File: config.mk
export PLATFORM = sky130hd
export DESIGN_NAME = elevator_scan_ctrl
export DESIGN_NICKNAME = d
export VERILOG_FILES = /design/src/rtl/elevator_pkg.sv /design/src/rtl/elev_dwell_timer.sv /design/src/rtl/elevator_scan_ctrl.sv
export SDC_FILE = /design/constraint.sdc
export NUM_CORES = 1
export LEC_CHECK = 0
export BUFFER_PORTS_ARGS = -buffer_cell sky130_fd_sc_hd__buf_2
export CAP_MARGIN = 30
export CORE_MARGIN = 5
export CORE_UTILIZATION = 58
export CTS_CLUSTER_SIZE = 40
export DETAILED_ROUTE_END_ITERATION = 7
export HOLD_SLACK_MARGIN = 0.06
export PLACE_DENSITY = 0.85
export REMOVE_ABC_BUFFERS = 1
export SKIP_LAST_GASP = 1
export SLEW_MARGIN = 10
export SYNTH_ARGS = -nofsm -noshare
export SYNTH_HDL_FRONTEND = slang
export SYNTH_HIERARCHICAL = 1
export SYNTH_SLANG_ARGS = --single-unit
File: constraint.sdc
create_clock -name door_clk -period 4 [get_ports door_clk]
set_input_delay 0.6 -clock door_clk [delete_from_list [all_inputs] [get_ports door_clk]]
set_output_delay 0.6 -clock door_clk [all_outputs]
set_load 0.02 [all_outputs]
File: src/rtl/elevator_pkg.sv
// Shared types and helpers for the SCAN elevator controller.
package elevator_pkg;

    typedef enum logic [1:0] {
        IDLE,
        MOVING,
        DOOR_OPEN,
        SOS
    } state_t;

    localparam logic DIR_UP     = 1'b1;
    localparam logic DIR_DOWN   = 1'b0;
    localparam int   MAX_FLOORS = 16;

    // True when any pending request lies strictly beyond 'floor' in direction 'dir'.
    function automatic logic calls_ahead(
        input logic [MAX_FLOORS-1:0] led,
        input logic [3:0]            floor,
        input logic                  dir
    );
        logic hit;
        hit = 1'b0;
        for (int i = 0; i < MAX_FLOORS; i++) begin
            if (led[i] && ((dir == DIR_UP) ? (i > int'(floor)) : (i < int'(floor)))) begin
                hit = 1'b1;
            end
        end
        return hit;
    endfunction

endpackage

File: src/rtl/elev_dwell_timer.sv
// Loadable down-counter; expired_o is high whenever the count sits at zero.
// Load takes effect on the next edge; no backpressure.
module elev_dwell_timer #(
    parameter int W = 3
) (
    input  logic         door_clk,
    input  logic         button_reset,
    input  logic         load_i,
    input  logic [W-1:0] load_val_i,
    output logic         expired_o
);

    logic [W-1:0] cnt_q;

    always_ff @(posedge door_clk or posedge button_reset) begin
        if (button_reset) begin
            cnt_q <= '0;
        end else if (load_i) begin
            cnt_q <= load_val_i;
        end else if (cnt_q != '0) begin
            cnt_q <= cnt_q - 1'b1;
        end
    end

    assign expired_o = (cnt_q == '0);

endmodule

File: src/rtl/elevator_scan_ctrl.sv
// N-floor SCAN elevator controller; all outputs registered, 1-cycle input-to-output latency.
// Optional DOOR_HOLD_EN adds a door_hold input that extends door dwell like an overload.
module elevator_scan_ctrl
    import elevator_pkg::*;
#(
    parameter  int NUM_FLOORS = 4,
    parameter  int MOVE_TICKS = 5,
    parameter  int DOOR_TICKS = 2,
    localparam int FLOOR_W    = $clog2(NUM_FLOORS)
) (
    input  logic                  door_clk,
    input  logic                  button_reset,
    input  logic [NUM_FLOORS-1:0] call_btn,
    input  logic                  sos_mode,
    input  logic                  weight_limit_exceeded,
`ifdef DOOR_HOLD_EN
    input  logic                  door_hold,
`endif
    output logic [NUM_FLOORS-1:0] led,
    output logic [NUM_FLOORS-1:0] floor_onehot,
    output logic [FLOOR_W-1:0]    floor_idx,
    output logic                  door_open,
    output logic                  moving,
    output logic                  dir_up
);

    localparam int MW = $clog2(MOVE_TICKS + 1);
    localparam int DW = $clog2(DOOR_TICKS + 1);
    localparam logic [MW-1:0] MV_RELOAD = MW'(MOVE_TICKS - 1);
    localparam logic [DW-1:0] DW_RELOAD = DW'(DOOR_TICKS - 1);

    state_t                  state_q, state_d;
    logic [FLOOR_W-1:0]      floor_q, floor_d, nxt_floor;
    logic [NUM_FLOORS-1:0]   led_q, led_d, led_set, led_clr;
    logic [NUM_FLOORS-1:0]   onehot_q, onehot_d;
    logic                    dir_q, dir_d;
    logic                    door_q, door_d;
    logic                    moving_q, moving_d;
    logic                    mv_load, dw_load, mv_exp, dw_exp;
    logic                    go_sos, at_floor_call, dwell_hold;

`ifdef DOOR_HOLD_EN
    assign dwell_hold = weight_limit_exceeded | door_hold;
`else
    assign dwell_hold = weight_limit_exceeded;
`endif

    elev_dwell_timer #(.W(MW)) u_travel (
        .door_clk     (door_clk),
        .button_reset (button_reset),
        .load_i       (mv_load),
        .load_val_i   (MV_RELOAD),
        .expired_o    (mv_exp)
    );

    elev_dwell_timer #(.W(DW)) u_dwell (
        .door_clk     (door_clk),
        .button_reset (button_reset),
        .load_i       (dw_load),
        .load_val_i   (DW_RELOAD),
        .expired_o    (dw_exp)
    );

    always_comb begin
        state_d       = state_q;
        floor_d       = floor_q;
        dir_d         = dir_q;
        door_d        = door_q;
        moving_d      = moving_q;
        mv_load       = 1'b0;
        dw_load       = 1'b0;
        go_sos        = 1'b0;
        led_clr       = '0;
        at_floor_call = ~sos_mode & call_btn[floor_q];
        led_set       = sos_mode ? '0 : call_btn;
        // A call at the floor the car is parked on opens the door instead of latching.
        if (state_q == IDLE || state_q == DOOR_OPEN) begin
            led_set[floor_q] = 1'b0;
        end
        nxt_floor = (dir_q == DIR_UP) ? floor_q + 1'b1 : floor_q - 1'b1;

        case (state_q)
            IDLE: begin
                if (sos_mode) begin
                    go_sos = 1'b1;
                end else if (at_floor_call) begin
                    state_d = DOOR_OPEN;
                    door_d  = 1'b1;
                    dw_load = 1'b1;
                end else if (led_q != '0) begin
                    if (!calls_ahead(MAX_FLOORS'(led_q), 4'(floor_q), dir_q)) begin
                        dir_d = ~dir_q;
                    end
                    state_d  = MOVING;
                    moving_d = 1'b1;
                    mv_load  = 1'b1;
                end
            end
            MOVING: begin
                if (sos_mode) begin
                    go_sos = 1'b1;
                end else if (mv_exp) begin
                    floor_d = nxt_floor;
                    if (led_q[nxt_floor]) begin
                        led_clr[nxt_floor] = 1'b1;
                        state_d  = DOOR_OPEN;
                        moving_d = 1'b0;
                        door_d   = 1'b1;
                        dw_load  = 1'b1;
                    end else if (calls_ahead(MAX_FLOORS'(led_q), 4'(nxt_floor), dir_q)) begin
                        mv_load = 1'b1;
                    end else if (calls_ahead(MAX_FLOORS'(led_q), 4'(nxt_floor), ~dir_q)) begin
                        dir_d   = ~dir_q;
                        mv_load = 1'b1;
                    end else begin
                        state_d  = IDLE;
                        moving_d = 1'b0;
                    end
                end
            end
            DOOR_OPEN: begin
                if (dwell_hold || at_floor_call) begin
                    dw_load = 1'b1;
                end else if (dw_exp) begin
                    door_d = 1'b0;
                    if (sos_mode) begin
                        go_sos = 1'b1;
                    end else begin
                        state_d = IDLE;
                    end
                end
            end
            SOS: begin
                if (!sos_mode) begin
                    state_d  = IDLE;
                    door_d   = 1'b0;
                    moving_d = 1'b0;
                end else if (floor_q != '0 && mv_exp) begin
                    floor_d = floor_q - 1'b1;
                    if (floor_q == FLOOR_W'(1)) begin
                        moving_d = 1'b0;
                        door_d   = 1'b1;
                    end else begin
                        mv_load = 1'b1;
                    end
                end
            end
            default: state_d = IDLE;
        endcase

        if (go_sos) begin
            state_d  = SOS;
            dir_d    = DIR_DOWN;
            door_d   = (floor_q == '0);
            moving_d = (floor_q != '0);
            mv_load  = (floor_q != '0);
        end

        led_d    = (go_sos || state_q == SOS) ? '0 : ((led_q | led_set) & ~led_clr);
        onehot_d = NUM_FLOORS'(1) << floor_d;
    end

    always_ff @(posedge door_clk or posedge button_reset) begin
        if (button_reset) begin
            state_q  <= IDLE;
            floor_q  <= '0;
            onehot_q <= NUM_FLOORS'(1);
            led_q    <= '0;
            dir_q    <= DIR_UP;
            door_q   <= 1'b0;
            moving_q <= 1'b0;
        end else begin
            state_q  <= state_d;
            floor_q  <= floor_d;
            onehot_q <= onehot_d;
            led_q    <= led_d;
            dir_q    <= dir_d;
            door_q   <= door_d;
            moving_q <= moving_d;
        end
    end

    assign led          = led_q;
    assign floor_onehot = onehot_q;
    assign floor_idx    = floor_q;
    assign door_open    = door_q;
    assign moving       = moving_q;
    assign dir_up       = dir_q;

endmodule

# After elaboration in Yosys (flattened, before gate mapping)
# Cells that the tools add are included.
# classes
n_mux	135
eq_ne	22
n_bitwise	8
reduce_logical	35
shift	1
n_lt_le_gt_ge	16
add_sub_neg	4
# op_table
cell	n
$mux W1	95
$mux W2	19
$ne A3 B3 Y1 const B	12
$mux W4	7
$reduce_and A10 Y1	2
$ne A4 B4 Y1 const B	4
$logic_and A1 B1 Y1	15
$pmux W1 S3	3
$reduce_and A9 Y1	1
$and A4 B4 Y4	2
$gt A2 B2 Y1 const A	4
$lt A1 B2 Y1 const A	4
$not A4 Y4	2
$pmux W2 S4	1
$reduce_and A8 Y1	1
$reduce_bool A2 Y1	4
$reduce_bool A4 Y1	2
$logic_not A2 Y1	3
$lt A2 B3 Y1 const B	2
$mux W3	2
$reduce_bool A3 Y1	2
$bmux W1 S2	2
$demux W1 S2	2
$eq A2 B1 Y1 const B	2
other kinds (19)	28
# word_totals
wordCells	230
inputBits	8
output_inout_bits	13
regBits	20

# Longest topological paths before layout
# logic_depth
depth_word	26
mapped_depth	11
ltp_nobuf	10

# Modules after synthesis
# Netlist, hierarchy kept.
# by_module_without_submodules
mod	cells_each	area_per_inst_um2	n_inst	seq_area_each_um2
elevator_scan_ctrl	165	1323.8	1	377.9
elev_dwell_timer (u_travel)	22	205.2	1	75.1
elev_dwell_timer (u_dwell)	13	127.6	1	50.0

# Worst setup path before layout
# No wires, ideal clock.
# synth_path
kind	flip-flop to flip-flop
start	register floor_q[0], in the netlist floor_idx[0]
end	register u_travel.cnt_q[1]
arrival_ns	3.074
synth_period_minus_slack_ns	3.173
stages_incl_launch_ff	12
n_path_buf	2
required_ns	3.901
setup_slack_ns	0.827
path_cell_list	dfrtp_1 -> buf_2 -> clkinv_1 -> ha_1 -> buf_2 -> xnor2_1 -> mux4_2 -> nor2_1 -> o21ai_2 -> o221ai_1 -> inv_1 -> a311oi_1
# synth_via
elab_chain_cells	22
elab_cells_between_ends	67
cone_classes	add/sub (2); order compare (6); eq/ne (1); mux (45); bitwise (1); reduce/logical (12)
# synth_rtl
item	line	rtl
start: declaration	elevator_scan_ctrl.sv:33	logic [FLOOR_W-1:0] floor_q, floor_d, nxt_floor;
start signal: assignment	elevator_scan_ctrl.sv:174	floor_q <= floor_d;
$sub A2 B1 Y2 or $add A2 B1 Y2 (tied branches)	elevator_scan_ctrl.sv:80	nxt_floor = (dir_q == DIR_UP) ? floor_q + 1'b1 : floor_q - 1'b1;
$mux W2	elevator_scan_ctrl.sv:80	
$lt A1 B2 Y1	elevator_pkg.sv:24	if (led[i] && ((dir == DIR_UP) ? (i > int'(floor)) : (i < int'(floor)))) begin
$mux W1	elevator_pkg.sv:24	
$logic_and A1 B1 Y1	elevator_pkg.sv:24	
$mux W1 (4 in series)	elevator_pkg.sv:24	
$mux W1	elevator_scan_ctrl.sv:110	end else if (calls_ahead(MAX_FLOORS'(led_q), 4'(nxt_floor), dir_q)) begin
$mux W1	elevator_scan_ctrl.sv:104	if (led_q[nxt_floor]) begin
[... 4 more ...]	-	
$mux W1	elevator_scan_ctrl.sv:110	
$mux W1	elevator_scan_ctrl.sv:104	
$mux W1	elevator_scan_ctrl.sv:102	end else if (mv_exp) begin
$mux W1	elevator_scan_ctrl.sv:100	if (sos_mode) begin
$pmux W1 S3	elevator_scan_ctrl.sv:82	case (state_q)
$mux W1 *	elevator_scan_ctrl.sv:151	if (go_sos) begin
named net mv_load	elevator_scan_ctrl.sv:39	logic mv_load, dw_load, mv_exp, dw_exp;
$mux W3 or $reduce_bool A2 Y1 (tied branches)	-	
end signal: assignment	elev_dwell_timer.sv:19	cnt_q <= load_val_i;
end signal: assignment	elev_dwell_timer.sv:21	cnt_q <= cnt_q - 1'b1;
end: declaration	elev_dwell_timer.sv:13	logic [W-1:0] cnt_q;
# Mark *: on every way through the listed nets, which the timed path passes. The rest lies on a longest branch. The select of a mux whose other input is x is not followed.
# A chain may end at the register's enable or synchronous reset.

# Worst setup path in the final report
# Ends and elaborated chain as after synthesis.

==> run_results.csv <==
group,metric,value,unit
run_status,outcome,"finished, final reports clean",
cells_and_area,layout-drive-gt1-share,18.4,%
critical_path,r2r_cells,9,
sta,fmax,284,MHz
sta,rsz0062_at_grt,"false",
critical_path,worstSetupPathType,"reg -> reg",
cts,cts_tree,"built",
pwr,power_frac_clock,7.3,%
floorplanning,fp-row-count,19,
global_routing,grt_pass1_vias,1418,
sta,skew,5.15,ps
critical_path,r2r-end,"u_travel/cnt_q[1]",
global_routing,grt_pass1_wl,6910,um
pwr,p_sw_share,51.2,%
critical_path,cp-endpoint,"u_travel/cnt_q[1]",
sta,maxSlewHeadroom,59.6,%
pwr,netSwitchingPower,0.827,mW
yosys,synth_area_per_cell,8.28,sq um
place,place.gp.congestion,0.981,
cells_and_area,nFillCells,228,
sta,fin_tns_setup,0,ps
yosys,synth_flop_cell,"dfrtp_1",
sta,hold_viol,0,
drt,drc,0,
pwr,peakVddDrop,0.637,mV
cts,cts_max_level,1,
yosys,yosysUniqueCellTypes,55,
yosys,synth_commonest_cells,"21 x inv_1, 20 x nand2_1, 18 x dfrtp_1",
critical_path,r2r_start,"floor_idx[0]",
cts,numCtsBuffers,3,
floorplanning,coreArea,0.00276,sq mm
floorplanning,fp.dieH,63.4,um
cells_and_area,seq_area,503,sq um
cells_and_area,multi_input_area,0.00102,sq mm
yosys,synth_top_area_cell,"dfrtp_1",
global_routing,antenna_found_initial,0,
yosys,synth_top_area_share,27.2,%
cts,post_cts_resized,0,
critical_path,crit_start,"floor_idx[0]",
drt,vias,1546,
cts,cts_sinks,20,
floorplanning,start_util,60.1,%
pwr,cell_internal_pwr,0.790,mW
run,maxCapViolations,0,
sta,worst_pin_slew,601,ps
floorplanning,die-area,0.00403,sq mm
critical_path,cp.arrival,3730,ps
pwr,total_power,1.62,mW
yosys,synth_area_leaders,"dfrtp_1 27%, ha_1 6.8%, a21oi_1 4.8%, inv_1 4.8%, nand2_1 4.5%",
floorplanning,die_x,63.4,um
place,place_hpwl,2960,um
yosys,ys_ff_latch,20,
floorplanning,ios,21,
drt,viasPerCell,6.23,
pwr,leakagePower,0.800,nW
yosys,yosysMostFrequentCell,"inv_1",
sta,drv_slew,0,
cts,hold_buffers,0,
global_routing,grt_start_max_net_pins,21,
pwr,pwr-share-comb,63.2,%
sta,fin_crit_sh,88.0,%
yosys,async_flop_share,100,%
cts,clock_latency,310,ps
yosys,syn_area,0.00166,sq mm
place,io_buffers,20,
cells_and_area,nNetsFinal,235,
place,dp_cells,244,
drt,drt_wl_total,3920,um
yosys,synthCells,200,
cts,postCtsSetupRepairBufs,0,
drt,wl_per_cell,15.8,um
critical_path,r2r_slack,480,ps
cells_and_area,final_cell_area,0.00179,sq mm
cts,root_buffer,"clkbuf_4",
cts,clkTransAtPathRegs,110,ps
cts,cts_buffer_depth,2,
critical_path,worstPathRequired,4210,ps
min_path,hold_class,"in -> async",
drt,drt-initial-drc-count,131,
cells_and_area,syn_to_final_growth,8.23,%
yosys,ys_seq_area_share,30.4,%
yosys,synth_warnings,6,
cells_and_area,layout.cells.non_filler,248,
sta,layout_min_cycle_time,3520,ps
pwr,p_seq_share,29.5,%
global_routing,gr-total-overflow,0,
place,postPlaceCellArea,0.00176,sq mm
global_routing,grt_usage,21.0,%
cells_and_area,antenna_cells,0,
drt,drtPass1Iterations,4,
pwr,powerDensity,902,mW/mm^2
critical_path,critical_path.endpoint_type,"flop",
sta,finalSetupViolations,0,
yosys,synth-edff-count,0,
critical_path,critPathMaxFanout,13,
critical_path,startpoint_type,"flop",
drt,ant_nets,0,
-- final cells by class --
class	count	area share [%]
clock buffers	4	2.02
flip-flops and latches	20	28.1
well taps	31	2.16
inverters	23	4.82
multi-input cells	149	56.9
repair buffers	21	6.00
-- cell families after synthesis --
| group | count (synthesis) | share of synthesized area (%) |
|---|---|---|
| XOR/XNOR | 3 | 1.59 |
| adder cells (fa/ha/maj) | 9 | 6.80 |
| buffers and inverters | 34 | 8.69 |
| flip-flops | 20 | 30.4 |
| other | 2 | 0.453 |
| multiplexers | 8 | 6.57 |
| AO/OA/AOI/OAI | 59 | 24.5 |
| AND/OR/NAND/NOR | 65 | 21.0 |
-- worst min-delay path by stage --
stage / startpoint / endpoint / slack, ps / cells past startpoint
finish: button_reset / u_dwell/cnt_q[1] / 150 / 2
global route: button_reset / u_dwell/cnt_q[1] / 150 / 2
CTS: button_reset / u_dwell/cnt_q[1] / 140 / 2
detailed placement: button_reset / u_dwell/cnt_q[0] / 480 / 2
global placement: button_reset / u_dwell/cnt_q[0] / 480 / 2
floorplan: button_reset / u_dwell/cnt_q[0] / 340 / 1
-- power groups by stage --
stage                     Combinational [mW]  Clock, mW  Sequential [mW]
after floorplan                        0.687          0            0.522
after global placement                 0.989          0            0.474
after detailed placement                1.00          0            0.477
after CTS                               1.01      0.122            0.473
after global routing                    1.13      0.134            0.505
final                                   1.02      0.119            0.477
-- sequential cells by signal, summed over array words and instances (netlist names) --
register	flops
dir_up	1
door_open	1
floor_idx	2
floor_onehot	4
led	4
moving	1
state_q	2
u_dwell/cnt_q	2
u_travel/cnt_q	3
-- per-stage QoR --
step	utilization, %	worst slack (ps)	hold WS, ps
4_1_cts	65.0	503	142
3_5_place_dp	63.7	521	485
2_1_floorplan	-	806	341
5_1_grt	65.0	74.9	146
6_report	65.0	482	149
3_3_place_gp	63.7	665	484
-- per-layer routing --
| layer | up-vias | global-route usage, % | part of all wire [%] |
|---|---|---|---|
| met4 | 0 | 7.53 | 1.6 |
| met1 | 724 | 32.0 | 46 |
| li1 | 738 | - | - |
| met2 | 76 | 30.2 | 46 |
| met5 | - | 0 | 0 |
| met3 | 8 | 2.66 | 6.6 |
-- placed cells by master (no fill, tap or decap), types with 3 or more instances in the layout --
cell / instances
conb_1: 5
mux2_2: 3
o2111ai_1: 4
o21ai_0: 7
ha_1: 9
dfrtp_1: 18
nand2b_1: 6
a21oi_1: 16
a31oi_1: 4
and2_1: 3
buf_2: 20
mux2i_1: 3
nor3_1: 4
o211ai_1: 4
inv_1: 21
nor2_1: 10
clkbuf_4: 3
nand2_1: 20
nor2b_1: 7
-- critical path, cell delays in order, from the launching register on --
cell and delay (ps):
dfrtp_1 630, clkinv_1 350, ha_1 490, xnor2_1 430, mux4_2 400, nor2_1 190, o21ai_2 100, o221ai_1 420
inv_1 120, a311oi_1 280
No activity file was read; power rests on OpenSTA's default activity.
